## src/rtl/ooo_run_monitor_if.sv

```systemverilog
// Commit-record bus and trace-drain port of the run monitor.
//   commit_v_i / commit_rob_tag_i / commit_new_i / commit_old_i : per-lane commit records (lane i at [i*W +: W])
//   trace_valid_o / trace_data_o / trace_ready_i                : FWFT trace FIFO drain handshake
// master = core/bench side, slave = monitor side.
interface ooo_run_monitor_if #(
    parameter int unsigned COMMIT_W = 2,
    parameter int unsigned TAG_W    = 6,
    parameter int unsigned PREG_W   = 7
);
    localparam int unsigned REC_W = TAG_W + 2 * PREG_W;

    logic [COMMIT_W-1:0]        commit_v_i;
    logic [COMMIT_W*TAG_W-1:0]  commit_rob_tag_i;
    logic [COMMIT_W*PREG_W-1:0] commit_new_i;
    logic [COMMIT_W*PREG_W-1:0] commit_old_i;
    logic                       trace_valid_o;
    logic [REC_W-1:0]           trace_data_o;
    logic                       trace_ready_i;

    modport master (
        output commit_v_i, commit_rob_tag_i, commit_new_i, commit_old_i, trace_ready_i,
        input  trace_valid_o, trace_data_o
    );

    modport slave (
        input  commit_v_i, commit_rob_tag_i, commit_new_i, commit_old_i, trace_ready_i,
        output trace_valid_o, trace_data_o
    );
endinterface

```

## src/rtl/ooo_run_monitor.sv

```systemverilog
// Run monitor: counts dispatch/issue/commit events while a run is active, stops the
// run on a commit target or a cycle limit, and buffers commit records in a FWFT trace FIFO.
//   clk, rst_n          : clock, async active-low reset
//   start_i             : arm/restart a run (highest priority)
//   max_cycles_i        : cycle limit, 0 = unlimited
//   commit_target_i     : commit target, 0 = none
//   disp_fire_i         : dispatch fired this cycle
//   issue_v_i           : per-port issue valid
//   mon_bus             : commit record lanes in, trace FIFO drain out
//   state_o, done_o     : 0 IDLE / 1 RUN / 2 DONE_TARGET / 3 DONE_TIMEOUT, done flag
//   *_cnt_o             : saturating event counters
//   drop_cnt_o          : dropped trace records (saturating)
//   trace_overflow_o    : sticky drop flag
module ooo_run_monitor #(
    parameter int unsigned COMMIT_W    = 2,
    parameter int unsigned ISSUE_W     = 3,
    parameter int unsigned TAG_W       = 6,
    parameter int unsigned PREG_W      = 7,
    parameter int unsigned CNT_W       = 32,
    parameter int unsigned TRACE_DEPTH = 16
) (
    input  logic                clk,
    input  logic                rst_n,
    input  logic                start_i,
    input  logic [CNT_W-1:0]    max_cycles_i,
    input  logic [CNT_W-1:0]    commit_target_i,
    input  logic                disp_fire_i,
    input  logic [ISSUE_W-1:0]  issue_v_i,
    ooo_run_monitor_if.slave    mon_bus,
    output logic [1:0]          state_o,
    output logic                done_o,
    output logic [CNT_W-1:0]    cycle_cnt_o,
    output logic [CNT_W-1:0]    disp_cnt_o,
    output logic [CNT_W-1:0]    issue_cnt_o,
    output logic [CNT_W-1:0]    commit_cnt_o,
    output logic [15:0]         drop_cnt_o,
    output logic                trace_overflow_o
);
    localparam int unsigned PTR_W = $clog2(TRACE_DEPTH);
    localparam int unsigned CTR_W = PTR_W + 1;
    localparam int unsigned REC_W = TAG_W + 2 * PREG_W;
    localparam int unsigned DRP_W = 16;

    typedef enum logic [1:0] {
        ST_IDLE      = 2'd0,
        ST_RUN       = 2'd1,
        ST_DONE_TGT  = 2'd2,
        ST_DONE_TO   = 2'd3
    } state_t;

    state_t             r_state;
    logic               r_done;
    logic [CNT_W-1:0]   r_cycle_cnt, r_disp_cnt, r_issue_cnt, r_commit_cnt;
    logic [DRP_W-1:0]   r_drop_cnt;
    logic               r_overflow;
    logic [PTR_W-1:0]   r_wr_ptr, r_rd_ptr;
    logic [CTR_W-1:0]   r_count;
    logic               r_valid;
    logic [REC_W-1:0]   r_mem [TRACE_DEPTH];

    logic               w_run;
    logic               w_pop;
    logic [CNT_W-1:0]   w_issue_pop, w_commit_pop;
    logic [CNT_W-1:0]   w_cycle_nx, w_disp_nx, w_issue_nx, w_commit_nx;
    logic               w_hit_tgt, w_hit_max;
    logic [CTR_W-1:0]   w_free, w_n_push, w_n_drop, w_count_nx;
    logic [DRP_W:0]     w_drop_sum;
    logic [DRP_W-1:0]   w_drop_nx;
    logic [COMMIT_W-1:0] w_wr_en;
    logic [PTR_W-1:0]   w_wr_idx [COMMIT_W];
    logic [REC_W-1:0]   w_rec    [COMMIT_W];

    function automatic logic [CNT_W-1:0] sat_add(input logic [CNT_W-1:0] a,
                                                 input logic [CNT_W-1:0] b);
        logic [CNT_W:0] s;
        s = {1'b0, a} + {1'b0, b};
        return s[CNT_W] ? '1 : s[CNT_W-1:0];
    endfunction

    // Events only count in RUN, and never in a start cycle.
    assign w_run = (r_state == ST_RUN) && !start_i;
    assign w_pop = r_valid && mon_bus.trace_ready_i;

    // Popcounts and saturating next-counter values.
    always_comb begin
        w_issue_pop  = '0;
        w_commit_pop = '0;
        for (int i = 0; i < int'(ISSUE_W); i++)
            w_issue_pop = w_issue_pop + CNT_W'(issue_v_i[i]);
        for (int i = 0; i < int'(COMMIT_W); i++)
            w_commit_pop = w_commit_pop + CNT_W'(mon_bus.commit_v_i[i]);
    end

    assign w_cycle_nx  = sat_add(r_cycle_cnt, CNT_W'(1));
    assign w_disp_nx   = sat_add(r_disp_cnt, CNT_W'(disp_fire_i));
    assign w_issue_nx  = sat_add(r_issue_cnt, w_issue_pop);
    assign w_commit_nx = sat_add(r_commit_cnt, w_commit_pop);
    assign w_hit_tgt   = (commit_target_i != '0) && (w_commit_nx >= commit_target_i);
    assign w_hit_max   = (max_cycles_i != '0) && (w_cycle_nx >= max_cycles_i);

    // Lane packing: valid lanes go to consecutive slots in lane order until the
    // space free at cycle start runs out; a same-cycle pop does not help.
    always_comb begin
        w_free   = CTR_W'(TRACE_DEPTH) - r_count;
        w_n_push = '0;
        w_n_drop = '0;
        w_wr_en  = '0;
        for (int i = 0; i < int'(COMMIT_W); i++) begin
            w_wr_idx[i] = '0;
            w_rec[i]    = {mon_bus.commit_rob_tag_i[i*TAG_W +: TAG_W],
                           mon_bus.commit_new_i[i*PREG_W +: PREG_W],
                           mon_bus.commit_old_i[i*PREG_W +: PREG_W]};
            if (w_run && mon_bus.commit_v_i[i]) begin
                if (w_n_push < w_free) begin
                    w_wr_en[i]  = 1'b1;
                    w_wr_idx[i] = r_wr_ptr + PTR_W'(w_n_push);
                    w_n_push    = w_n_push + CTR_W'(1);
                end else begin
                    w_n_drop    = w_n_drop + CTR_W'(1);
                end
            end
        end
    end

    assign w_count_nx = r_count + w_n_push - CTR_W'(w_pop);
    assign w_drop_sum = {1'b0, r_drop_cnt} + (DRP_W+1)'(w_n_drop);
    assign w_drop_nx  = w_drop_sum[DRP_W] ? '1 : w_drop_sum[DRP_W-1:0];

    // Run control, counters and FIFO bookkeeping.
    always_ff @(posedge clk or negedge rst_n) begin
        if (!rst_n) begin
            r_state      <= ST_IDLE;
            r_done       <= 1'b0;
            r_cycle_cnt  <= '0;
            r_disp_cnt   <= '0;
            r_issue_cnt  <= '0;
            r_commit_cnt <= '0;
            r_drop_cnt   <= '0;
            r_overflow   <= 1'b0;
            r_wr_ptr     <= '0;
            r_rd_ptr     <= '0;
            r_count      <= '0;
            r_valid      <= 1'b0;
        end else if (start_i) begin
            r_state      <= ST_RUN;
            r_done       <= 1'b0;
            r_cycle_cnt  <= '0;
            r_disp_cnt   <= '0;
            r_issue_cnt  <= '0;
            r_commit_cnt <= '0;
            r_drop_cnt   <= '0;
            r_overflow   <= 1'b0;
            r_wr_ptr     <= '0;
            r_rd_ptr     <= '0;
            r_count      <= '0;
            r_valid      <= 1'b0;
        end else begin
            if (w_run) begin
                r_cycle_cnt  <= w_cycle_nx;
                r_disp_cnt   <= w_disp_nx;
                r_issue_cnt  <= w_issue_nx;
                r_commit_cnt <= w_commit_nx;
                if (w_n_drop != '0) begin
                    r_drop_cnt <= w_drop_nx;
                    r_overflow <= 1'b1;
                end
                if (w_hit_tgt) begin
                    r_state <= ST_DONE_TGT;
                    r_done  <= 1'b1;
                end else if (w_hit_max) begin
                    r_state <= ST_DONE_TO;
                    r_done  <= 1'b1;
                end
            end
            r_wr_ptr <= r_wr_ptr + PTR_W'(w_n_push);
            r_rd_ptr <= r_rd_ptr + PTR_W'(w_pop);
            r_count  <= w_count_nx;
            r_valid  <= (w_count_nx != '0);
        end
    end

    // Trace storage; contents are only observed while the FIFO is non-empty.
    always_ff @(posedge clk) begin
        for (int i = 0; i < int'(COMMIT_W); i++)
            if (w_wr_en[i])
                r_mem[w_wr_idx[i]] <= w_rec[i];
    end

    assign mon_bus.trace_valid_o = r_valid;
    assign mon_bus.trace_data_o  = r_valid ? r_mem[r_rd_ptr] : '0;

    assign state_o          = r_state;
    assign done_o           = r_done;
    assign cycle_cnt_o      = r_cycle_cnt;
    assign disp_cnt_o       = r_disp_cnt;
    assign issue_cnt_o      = r_issue_cnt;
    assign commit_cnt_o     = r_commit_cnt;
    assign drop_cnt_o       = r_drop_cnt;
    assign trace_overflow_o = r_overflow;
endmodule
```

## src/flat_wrapper.sv

```systemverilog
// flat-port wrapper written by rule: the top's interface ports become plain ports
module ooo_run_monitor_flat 
#(
    parameter int unsigned COMMIT_W    = 2,
    parameter int unsigned ISSUE_W     = 3,
    parameter int unsigned TAG_W       = 6,
    parameter int unsigned PREG_W      = 7,
    parameter int unsigned CNT_W       = 32,
    parameter int unsigned TRACE_DEPTH = 16
)
  (clk, rst_n, start_i, max_cycles_i, commit_target_i, disp_fire_i, issue_v_i, state_o, done_o, cycle_cnt_o, disp_cnt_o, issue_cnt_o, commit_cnt_o, drop_cnt_o, trace_overflow_o, mon_bus_commit_v_i, mon_bus_commit_rob_tag_i, mon_bus_commit_new_i, mon_bus_commit_old_i, mon_bus_trace_ready_i, mon_bus_trace_valid_o, mon_bus_trace_data_o);
  ooo_run_monitor_if #(.COMMIT_W(COMMIT_W), .TAG_W(TAG_W), .PREG_W(PREG_W)) mon_bus_i ();
  input  logic clk;
  input  logic rst_n;
  input  logic start_i;
  input  logic [CNT_W-1:0] max_cycles_i;
  input  logic [CNT_W-1:0] commit_target_i;
  input  logic disp_fire_i;
  input  logic [ISSUE_W-1:0] issue_v_i;
  output logic [1:0] state_o;
  output logic done_o;
  output logic [CNT_W-1:0] cycle_cnt_o;
  output logic [CNT_W-1:0] disp_cnt_o;
  output logic [CNT_W-1:0] issue_cnt_o;
  output logic [CNT_W-1:0] commit_cnt_o;
  output logic [15:0] drop_cnt_o;
  output logic trace_overflow_o;
  input wire logic [$bits(mon_bus_i.commit_v_i)-1:0] mon_bus_commit_v_i;
  input wire logic [$bits(mon_bus_i.commit_rob_tag_i)-1:0] mon_bus_commit_rob_tag_i;
  input wire logic [$bits(mon_bus_i.commit_new_i)-1:0] mon_bus_commit_new_i;
  input wire logic [$bits(mon_bus_i.commit_old_i)-1:0] mon_bus_commit_old_i;
  input wire logic [$bits(mon_bus_i.trace_ready_i)-1:0] mon_bus_trace_ready_i;
  output wire logic [$bits(mon_bus_i.trace_valid_o)-1:0] mon_bus_trace_valid_o;
  output wire logic [$bits(mon_bus_i.trace_data_o)-1:0] mon_bus_trace_data_o;
  assign mon_bus_i.commit_v_i = mon_bus_commit_v_i;
  assign mon_bus_i.commit_rob_tag_i = mon_bus_commit_rob_tag_i;
  assign mon_bus_i.commit_new_i = mon_bus_commit_new_i;
  assign mon_bus_i.commit_old_i = mon_bus_commit_old_i;
  assign mon_bus_i.trace_ready_i = mon_bus_trace_ready_i;
  assign mon_bus_trace_valid_o = mon_bus_i.trace_valid_o;
  assign mon_bus_trace_data_o = mon_bus_i.trace_data_o;
  ooo_run_monitor #(.COMMIT_W(COMMIT_W), .ISSUE_W(ISSUE_W), .TAG_W(TAG_W), .PREG_W(PREG_W), .CNT_W(CNT_W), .TRACE_DEPTH(TRACE_DEPTH)) u_core (.clk(clk), .rst_n(rst_n), .start_i(start_i), .max_cycles_i(max_cycles_i), .commit_target_i(commit_target_i), .disp_fire_i(disp_fire_i), .issue_v_i(issue_v_i), .mon_bus(mon_bus_i), .state_o(state_o), .done_o(done_o), .cycle_cnt_o(cycle_cnt_o), .disp_cnt_o(disp_cnt_o), .issue_cnt_o(issue_cnt_o), .commit_cnt_o(commit_cnt_o), .drop_cnt_o(drop_cnt_o), .trace_overflow_o(trace_overflow_o));
endmodule
```

## config.mk

```make
export PLATFORM = sky130hd
export DESIGN_NAME = ooo_run_monitor_flat
export DESIGN_NICKNAME = d
export VERILOG_FILES = /design/src/rtl/ooo_run_monitor_if.sv /design/src/rtl/ooo_run_monitor.sv /design/src/flat_wrapper.sv
export SDC_FILE = /design/constraint.sdc
export NUM_CORES = 1
export LEC_CHECK = 0
export CORE_ASPECT_RATIO = 1.1
export CORE_MARGIN = 1
export CORE_UTILIZATION = 47
export DETAILED_ROUTE_END_ITERATION = 10
export PLACE_DENSITY_LB_ADDON = 0.3
export RECOVER_POWER = 25
export SYNTH_ARGS = -nofsm -noshare
export SYNTH_HDL_FRONTEND = slang
export SYNTH_SLANG_ARGS = --single-unit
```

## constraint.sdc

```tcl
create_clock -name clk -period 5.1 [get_ports clk]
set_input_delay 1.53 -clock clk [delete_from_list [all_inputs] [get_ports clk]]
set_output_delay 1.53 -clock clk [all_outputs]
set_load 0.02 [all_outputs]
```

Word level (Yosys, flattened, before mapping) --
Memory sizes are Yosys's and may differ from the RTL's. Cells that the tools add are included. Widths: inputs -> output; s select.
Storage, ports and cells: memories kept 1, logic and storage cells 102, RAM bits 320, output and inout bits 169, register bits 162, input port bits 114
Memory list:
- u_core.r_mem | words 16, width 20, rd ports 1, clocked after Yosys merged registers in 0, wr ports 2, RTL line ooo_run_monitor.sv:59 | logic [REC_W-1:0] r_mem [TRACE_DEPTH];
Operators by class: reductions and logical operators 16, mux-type cells 52, magnitude comparators 4, add/sub/neg operators 16, equality and inequality tests 1
Operator list (number):
- $mux 32 | 12
- $add 32x32->33 | 2
- $ge 32x32->1 | 2
- $mux 16 | 4
- $reduce_bool 32->1 | 2
- $mux 5 | 7
- $add 32x1->33 | 1
- $add 32x1->33 const B | 1
- $add 32x1->32 | 1
- $mux 4 | 6
- $mux 20 | 1
- $mux 1 | 18
- $add 16x5->17 | 1
- $add 5x1->5 const B | 2
- $reduce_bool 5->1 | 2
- $add 4x4->4 | 2
- $mux 2 | 4
- $logic_and 1x1->1 | 6
- $add 5x5->5 | 1
- $lt 1x5->1 const A | 1
- $lt 5x5->1 | 1
- $sub 5x1->5 | 1
- $sub 5x5->5 const A | 1
- $add 1x1->2 | 2
- 6 further kinds | 8

Longest topological paths before layout --
Gate-level depths: netlist (run 1).
depth after elaboration 12, depth in mapped cells 18, mapped depth without buffers 17

Least setup slack after synthesis (run 1) --
OpenSTA, ideal clock, no wires.
path type input port to flip-flop, start point input port mon_bus_commit_v_i[0], end point register u_core.r_state[0], in the netlist u_core.state_o[0], stages on the path 15, slack 0.119 ns, arrival time 4.860 ns, data required time 4.979 ns, library setup time 0.121 ns, buffers on the path 1, path through ha_1 ha_1 inv_1 fa_1 nand3b_1 nor2_1 clkbuf_1 nand3_1 mux2_2 ha_1 nand4_1 nor4_1 o2111ai_1 o41a_1 o22a_1
Between the ends: word-level cells in the longest chain between the ends 8, elaborated cells between the ends (all ways) 10, classes of those cells add/sub: 2; order compare: 1; mux: 4; reduce/logical: 3
Ends and longest elaborated chain:
- start, declared | RTL line flat_wrapper.sv:28 | input wire logic [$bits(mon_bus_i.commit_v_i)-1:0] mon_bus_commit_v_i;
- $add 1x1->2 (*) | RTL line ooo_run_monitor.sv:91 | w_commit_pop = w_commit_pop + CNT_W'(mon_bus.commit_v_i[i]);
- $add 32x32->33 (*) | RTL line ooo_run_monitor.sv:76 | s = {1'b0, a} + {1'b0, b};
- $mux 32 (*) | RTL line ooo_run_monitor.sv:77 | return s[CNT_W] ? '1 : s[CNT_W-1:0];
- $ge 32x32->1 (*) | RTL line ooo_run_monitor.sv:98 | assign w_hit_tgt = (commit_target_i != '0) && (w_commit_nx >= commit_target_i);
- $logic_and 1x1->1 (*) | RTL line ooo_run_monitor.sv:98
- $mux 2 | RTL line ooo_run_monitor.sv:167 | if (w_hit_tgt) begin
- $mux 2 | RTL line ooo_run_monitor.sv:158 | if (w_run) begin
- $mux 2 | RTL line ooo_run_monitor.sv:144 | end else if (start_i) begin
- end signal, assigned | RTL line ooo_run_monitor.sv:145 | r_state <= ST_RUN;
- end signal, assigned | RTL line ooo_run_monitor.sv:168 | r_state <= ST_DONE_TGT;
- end signal, assigned | RTL line ooo_run_monitor.sv:171 | r_state <= ST_DONE_TO;
- end, declared | RTL line ooo_run_monitor.sv:51 | state_t r_state;
Every way passes the cells marked *; elsewhere a longest branch is shown, timed or not. The select of a mux whose other input is x is not followed. A chain may end at the register's enable or synchronous reset.

Final worst setup path (run 1) --
start point register u_core.r_rd_ptr[0], end point output port mon_bus_trace_data_o[13]
Between the ends: word-level cells in the longest chain between the ends 2
Ends and longest elaborated chain:
- start, declared | RTL line ooo_run_monitor.sv:56 | logic [PTR_W-1:0] r_wr_ptr, r_rd_ptr;
- start signal, assigned | RTL line ooo_run_monitor.sv:176 | r_rd_ptr <= r_rd_ptr + PTR_W'(w_pop);
- $mem_v2 16x20
- $mux 20 | RTL line ooo_run_monitor.sv:190 | assign mon_bus.trace_data_o = r_valid ? r_mem[r_rd_ptr] : '0;
- end, declared | RTL line flat_wrapper.sv:34 | output wire logic [$bits(mon_bus_i.trace_data_o)-1:0] mon_bus_trace_data_o;
Every way passes these cells.

==> metrics.txt, run 1 <==
Clk network pwr share 36.0%; Post-synth ARST share 33.5%; clk_lat worst skew roughly 630 ps; syn avg cell area 12.0 um2; Synth Flop Type edfxtp_1; Comb power frac 20.5%; area share of and/or/nand/nor cells after synthesis 11.5%; Final period util 96.3%; unique cell type count in the Yosys netlist 74; Die X 236 um; post-synthesis mux area share a little over a fifth; total leakage power 0.0131 uW; DRC violations left 0; CTS tree built; CTS root buffer clkbuf_16; compound-gate portion of the synthesized area 8.55%; post-route minimum period 4910 ps; status finished with violations; Mapped Cells 2347; vias in the first global route 21203; Netlist Area Pre-Place 28200 um2; RSZ-0062 raised after global routing no; Site Rows 93; first-pass GRT wire length 129000 um; CP Data Required Time 3570 ps; Post-synth EDFFs 320; share of layout cells above drive strength 1 25.7%; Reg power frac around 44%; Final Hold Violating Endpoints 0; IO buf count 282; switching share of power 27.5%; Setup-failing EPs final 0; maximum clock rate 0.204 GHz; WHS Path Cells 2; hold_buf cts 0; xor/xnor share of the synthesized area 1.80%; PwrDens between 300 and 400 nW/um2; Util after Layout just under 60%; Pint 7520 uW; clk slew on worst S/H paths 60 ps; total number of vias around 22000; failing checks capacitance limit, slew limit; final WL 84800 um; die area 61000 um2; antenna violations before repair 3; Layout Nets 2862; H-Tree Depth 2; Via density 6.24; Initial Util between 40% and 50%; Max transition margin -84.7%; adder-cell share of the synthesized area 4.55%; flops & latches, synth around 480; post-DP HPWL 57800 um; Final Hold Slack 508 ps; MaxCap Viol Count 2; CP Capture Type primary output; crit start category flip-flop; Die Height around 260 um; largest net degree at the start of global routing 91; Clock Sinks 481; global route total overflow 0; synth-to-layout area growth 21.7%; Initial DRC Count 2018; setup tns final 0 ps; post-synthesis sequential area ratio approximately half; reg2reg path depth 13; Core Box Area 58900 um2; drt first pass iters 6; Worst VDD drop 305 uV; cts bufs inserted 50; Yosys warnings 0; Post-DRT Antenna Nets 0; Placer Congestion slightly above 0.9; Hold WC Path Type flip-flop to flip-flop; Worst Path Arrival 3380 ps; worst clock skew 28.7 ps; syn nets 2560; largest family of logic cells by synthesized area multiplexers; wire per inst around 25 um; Final Max Slew Viols 147; Clock Path Buffers 3; CP Max Fanout 14; total track usage 27.5%; Tightest Pin Transition 2770 ps; # IOs ~280; Setup CP Type flip-flop to primary output; Psw 2850 uW
## Yosys cell counts, types with 12 or more instances
library cell | n | share of area [%]
nor4_1 | 36 | 0.80
nand2b_1 | 15 | 0.33
and4_1 | 16 | 0.50
nand2_1 | 130 | 1.7
edfxtp_1 | 320 | 34
xor2_1 | 24 | 0.75
o21ai_0 | 90 | 1.6
ha_1 | 93 | 4.1
a31oi_1 | 34 | 0.75
mux2i_1 | 12 | 0.43
nand3_1 | 74 | 1.3
dfrtp_1 | 161 | 14
a21oi_1 | 112 | 2.0
and2_1 | 32 | 0.71
nor2_1 | 103 | 1.4
and3_1 | 52 | 1.2
inv_1 | 105 | 1.4
mux2_2 | 322 | 13
mux4_2 | 100 | 8.0
a211oi_1 | 26 | 0.69
a311oi_1 | 21 | 0.65
nor3_1 | 77 | 1.4
buf_2 | 32 | 0.57
buf_1 | 17 | 0.23
clkbuf_1 | 113 | 1.5
nand4_1 | 38 | 0.84
xnor2_1 | 34 | 1.1
## worst max-delay path, cell delays in order, from the launching register on
cell and delay (ps):
dfrtp_4 680, buf_4 310, mux4_2 540, mux4_2 520
and2_1 180, clkdlybuf4s50_1 540
## sequential cells by signal (all words and copies together), names as in the netlist
signal,cells
u_core.r_mem,320
u_core.commit_cnt_o,32
u_core.drop_cnt_o,16
u_core.r_count,5
u_core.cycle_cnt_o,32
u_core.issue_cnt_o,32
u_core.mon_bus.trace_valid_o,1
u_core.disp_cnt_o,32
u_core.trace_overflow_o,1
u_core.state_o,1
u_core.done_o,1
u_core.r_rd_ptr,4
u_core.r_wr_ptr,4
## worst paths after layout
path / start / endpoint / slack [ps]
worst max-delay path: u_core.r_rd_ptr[0] / mon_bus_trace_data_o[13] / 190
worst max register to register: u_core.r_count[0] / u_core.r_mem[14][3] / 710
max in group asynchronous: rst_n / u_core.r_rd_ptr[1] / 1660
worst min register to register: u_core.trace_overflow_o / u_core.trace_overflow_o / 510
worst min-delay path: u_core.trace_overflow_o / u_core.trace_overflow_o / 510
min in group asynchronous: rst_n / u_core.drop_cnt_o[12] / 1630
## metal layers
layer	up-vias	track usage (%)	part of all wire, %
met5	-	0	0
met4	0	11.2	4.1
met3	180	3.52	6.0
met2	876	46.2	49
met1	10870	36.2	41
li1	9601	-	-
## timing repair
action                     CTS  global route
setup endpoints to repair   10             2
resized for setup            4             4
pin swaps                    1             4
hold endpoints to repair     0             0
setup buffers                2             1
## final cells by class
class                   count  area [um2]
flip-flops and latches    481       13600
clock inverters            17         206
inverters                 105         394
repair buffers            417        4020
fillers                  4797       24600
diodes                      3        7.51
well taps                 760         951
clock buffers              74        1440
multi-input cells        1594       13600
## kinds of logic after synthesis
kind of cell | after synthesis
multiplexers | 438
flip-flops | 481
adder cells (fa/ha/maj) | 99
AO/OA/AOI/OAI | 375
XOR/XNOR | 58
AND/OR/NAND/NOR | 624
buffers and inverters | 272
## power by group through the flow
stage	sequential [uW]	combinational, uW	clock (uW)
after floorplan	4550	1320	0
after global placement	4600	2060	0
after detailed placement	4610	2100	0
after CTS	4520	2140	3780
after global routing	4540	2280	3910
final	4520	2120	3730
## stage by stage
step	area, um2	total power (uW)	std cells	worst slack (ps)
6_report	34300	10400	3451	188
5_1_grt	34300	10700	3450	90.9
4_1_cts	34300	10400	3447	18.8
3_5_place_dp	32600	6710	3354	-752
3_3_place_gp	32600	6660	3354	-710
2_1_floorplan	28200	5870	2347	119
## cells in the final DEF, fill, tap and decap left out, drive strengths merged, types with 15 or more instances in the layout
master / count
dlygate4sd3: 81
and2: 33
nand2b: 15
inv: 107
nor2: 103
and3: 52
a31oi: 34
nand4: 39
ha: 93
mux2: 326
buf: 132
edfxtp: 320
dfrtp: 161
clkdlybuf4s50: 197
a21oi: 112
a311oi: 22
nand2: 130
xor2: 24
o21ai: 92
nor4: 37
mux4: 100
nor3: 78
a211oi: 26
xnor2: 34
clkbuf: 79
nand3: 74
and4: 16
Note: power is estimated with default switching activity, not from simulation.
==> inputs of run 2 (changes only) <==
Settings changed: PLACE_DENSITY_LB_ADDON 0.3 to 0.12.
==> run 2 against run 1 <==
The flow still finishes with violations (capacitance limit, slew limit). Global-route usage increased by 0.14 points. Sequential share of layout area decreased by 0.10 points. Highest routed layer is now met5. Combinational power about the same. Non-clock buffer count unchanged. Clock skew increased by 1.4 ps. Cell count about the same. Worst hold slack improved by 25 ps. Power increased by 1.2%. Core utilization increased by 0.14 points.
==> metrics.txt, run 2 (synthesis results as in run 1) <==
status finished with violations; failing checks capacitance limit, slew limit; clk_lat worst skew 620 ps; Metal-1 WL 35600 um; MaxCap Viol Count 5; H-Tree Depth 2; hold_buf cts 0; Placer Congestion roughly 0.91; CTS root buffer clkbuf_16; Initial Util roughly 48%; Clock Sinks 481; CP Max Fanout 32; Hold WC Path Type flip-flop to flip-flop; commonest non-fill, non-tap cell in the layout mux2_2; post-route minimum period 4920 ps; Final Hold Violating Endpoints 0; Worst R2R Setup Slack between 300 and 400 ps; most frequent cells in the layout mux2_2, edfxtp_1, clkdlybuf4s50_1; dpl ws -553 ps; r2r startpoint u_core.cycle_cnt_o[2]; worst clock skew 30.1 ps; Site Rows 93; Worst VDD drop around 330 uV; share of layout cells above drive strength 1 25.4%; CP Data Required Time roughly 3600 ps; post-DP HPWL 56600 um; Final Max Slew Viols 232; PwrDens approximately 310 nW/um2; Setup CP Type flip-flop to primary output; DR top layer met5; DRC violations left 0; met3 wire length 5260 um; antenna fix cells 0; total number of vias around 21000; Die Height 259 um; cts bufs inserted 53; Most common cell on crit path mux4_2; antenna violations before repair 1; total leakage power about 0.013 uW; largest net degree at the start of global routing 77; Finished Cell Area 34400 um2; CP Capture Type primary output; WHS Path Cells 2; Max stage delay cell, worst path dfrtp_4; metal2 WL 42100 um; vias in the first global route 21293; dpl cell area 32700 um2; critical-path cell list buf_4 -> mux4_2 -> mux4_2 -> and2_1 -> clkdlybuf4s50_1; Largest register FFs 320; Worst Path Arrival roughly 3400 ps; die area 61000 um2; synth-to-layout area growth 22.0%; Util after Layout 58.4%; # IOs 283; maximum clock rate between 0.2 and 0.25 GHz; Core Box Area 58900 um2; Layout Nets 2865; final WL 85200 um; wire per inst 24.7 um; Post-DRT Antenna Nets 0; Critical Path Max Stage Delay 820 ps; clk slew on worst S/H paths around 60 ps; drt first pass iters 5; first-pass GRT wire length between 100000 and 150000 um; global route total overflow 0; reg2reg path depth 14; Final Hold Slack 533 ps; Tightest Pin Transition 3170 ps; Final period util 96.5%; total track usage 27.7%; Hold Path Origin u_core.trace_overflow_o; crit start category flip-flop; WHS Endpoint u_core.trace_overflow_o; Clock Path Buffers 3; RSZ-0062 raised after global routing no; non-filler cells, final 3454; Initial DRC Count 1850; R2R Path End u_core.done_o; IO buf count 282; placed insts 3355; Die X 236 um; Max transition margin -111%; CTS tree built; Final Worst Setup Slack 177 ps; Setup-failing EPs final 0; Via density just over 6
-- run 2: cell type report --
cell class              instances  area, um2
well taps                     760        951
clock inverters                28        273
clock buffers                  69       1440
flip-flops and latches        481      13600
inverters                     105        394
multi-input cells            1594      13600
fillers                      4882      24500
repair buffers                417       4080
-- run 2: report_power, final --
part           internal [uW]  switching, uW
clock network           2190           1640
logic                   1050           1100
registers               4370            152
-- run 2: stage by stage --
step	TNS [ps]	power, uW
2_1_floorplan	0	5870
3_3_place_gp	-950	6710
3_5_place_dp	-1040	6760
4_1_cts	0	10600
5_1_grt	0	10900
6_report	0	10500
-- run 2: what timing repair did --
action | 4_1_cts | 5_1_grt
gates resized for setup | 0 | 9
endpoints found under the setup margin | 2 | 2
pin swaps | 0 | 7
setup buffers | 1 | 1
-- run 2: worst max-delay path: cells and delay by family (launching register included) --
kind | cells | cell delay [ps]
muxes | 2 | 910
DFF | 1 | 820
buffers and inverters | 2 | 860
and+or+nand+nor | 1 | 180
-- run 2: metal layers --
layer	up-vias	track usage, %
li1	9615	-
met1	10781	36.8
met3	154	4.14
met4	2	7.73
met5	-	0
met2	786	47.1
-- run 2: worst max-delay path by stage --
stage,endpoint,from,slack [ps],cells past startpoint
2_1_floorplan,u_core.state_o[0],mon_bus_commit_v_i[0],120,15
3_3_place_gp,u_core.done_o,mon_bus_commit_v_i[0],-480,18
3_5_place_dp,u_core.state_o[0],mon_bus_commit_v_i[0],-550,18
4_1_cts,u_core.state_o[0],mon_bus_commit_v_i[0],60,18
5_1_grt,u_core.done_o,u_core.cycle_cnt_o[2],60,14
6_report,mon_bus_trace_data_o[12],u_core.r_rd_ptr[1],180,5
==> inputs of run 3 (changes only) <==
Settings changed: SLEW_MARGIN set to 15.
==> run 3 against run 2 <==
The run still ends with capacitance limit, slew limit left. Flip-flop and latch count stayed put. Worst setup slack hardly changed. Cell count stayed put. Register-to-register slack hardly changed. Via count hardly changed. Die area stayed put. Fmax hardly changed. Power hardly changed. Critical path type unchanged. Largest cell class unchanged. Largest power group unchanged. Highest routed layer unchanged.
==> metrics.txt, run 3 (synthesis results as in run 1) <==
status finished with violations; failing checks capacitance limit, slew limit; CP Capture Type primary output; PnR Total Power 10500 uW; Final Hold Violating Endpoints 0; Finished Cell Area 34400 um2; Layout Nets 2865; largest net degree at the start of global routing 77; die area 61000 um2; Final period util a little over nine tenths; dpl cell area 32700 um2; setup tns final 0 ps; global route total overflow 0; total track usage roughly 28%; most frequent cells in the layout mux2_2, edfxtp_1, clkdlybuf4s50_1; DRC violations left 0; post-route minimum period between 4000 and 5000 ps; Worst Path Arrival about 3400 ps; post-DP HPWL 56600 um; Setup CP Type flip-flop to primary output; non-filler cells, final between 3000 and 4000; share of layout cells above drive strength 1 25.4%; CP Data Required Time around 3600 ps; CTS tree built; Site Rows 93; Max transition margin -113%; total leakage power ~0.013 uW; Post-DRT Antenna Nets 0; Worst VDD drop roughly 330 uV; vias in the first global route roughly 21000; hold_buf cts 0; Initial DRC Count between 1500 and 2000; drt first pass iters 5; IO buf count 282; PwrDens 306 nW/um2; Hold WC Path Type flip-flop to flip-flop; Final Hold Slack 533 ps; Core Box Area around 59000 um2; commonest non-fill, non-tap cell in the layout mux2_2; antenna fix cells 0; CTS root buffer clkbuf_16; synth-to-layout area growth 22.0%; clk_lat worst skew 620 ps; maximum clock rate 0.203 GHz; Clock Path Buffers 3; Die X 236 um; Tightest Pin Transition 3200 ps; # IOs 283; total number of vias 21341; CP Max Fanout 32; Placer Congestion 0.913; MaxCap Viol Count 5; H-Tree Depth 2; placed insts around 3400; cts bufs inserted 53; Via density slightly above 6; wire per inst 24.7 um; first-pass GRT wire length 130000 um; clk slew on worst S/H paths 60 ps; Setup-failing EPs final 0; antenna violations before repair 1; Clock Sinks 481; worst clock skew 30.4 ps; final WL ~85000 um; Die Height 259 um; Largest register FFs 320; Initial Util around 48%; filler cell count just under 5000; Final Max Slew Viols 232; RSZ-0062 raised after global routing no; crit start category flip-flop
[run 3: cell count changes in the layout (fill, tap and decap cells not counted)]
cell,before,now
a21oi_1,112,111
a21oi_2,0,1
[run 3: per-layer routing]
layer  part of all wire [%]  GRT usage [%]
met1                     42           36.8
met2                     49           47.1
met3                    6.0           4.14
met4                    2.6           7.73
met5                  0.014              0
[run 3: worst paths after layout]
kind	slack, ps	cells after the start	end	startpoint
setup / recovery	180	5	mon_bus_trace_data_o[12]	u_core.r_rd_ptr[1]
hold / removal	530	2	u_core.trace_overflow_o	u_core.trace_overflow_o
setup reg to reg	350	14	u_core.done_o	u_core.cycle_cnt_o[2]
hold reg to reg	530	2	u_core.trace_overflow_o	u_core.trace_overflow_o
max in group asynchronous	1080	2	u_core.commit_cnt_o[19]	rst_n
min in group asynchronous	1480	1	u_core.issue_cnt_o[30]	rst_n
[run 3: stage by stage]
step	util, %	setup WS [ps]
global placement	55.5	-477
floorplan	-	119
CTS	58.5	59.2
finish	58.4	177
detailed placement	55.5	-553
global route	58.4	56.7
[run 3: repair_timing]
item	CTS	global route
endpoints found under the setup margin	2	2
endpoints found under the hold margin	0	0
setup buffers	1	1
gates resized for setup	0	9
pin swaps	0	7
[run 3: worst max-delay path, cell delays in order, from the launching register on]
cell and delay [ps]:
dfrtp_4 820, buf_4 320, mux4_2 370, mux4_2 540
and2_1 180, clkdlybuf4s50_1 540
[run 3: where the power goes]
part / internal (uW) / switching, uW / total (uW) / leakage, uW
sequential: 4370 / 152 / 4530 / 0.00511
combinational: 1050 / 1100 / 2160 / 0.00718
clock: 2190 / 1640 / 3830 / 0.000824
total: 7610 / 2900 / 10500 / 0.0131
[run 3: cell type report]
class | count | area [um2] | area share [%]
Tap cell | 760 | 951 | 2.76
Clock buffer | 69 | 1440 | 4.18
Clock inverter | 28 | 273 | 0.793
Sequential cell | 481 | 13600 | 39.7
Inverter | 105 | 394 | 1.15
Multi-Input combinational cell | 1594 | 13600 | 39.6
Timing Repair Buffer | 417 | 4080 | 11.9
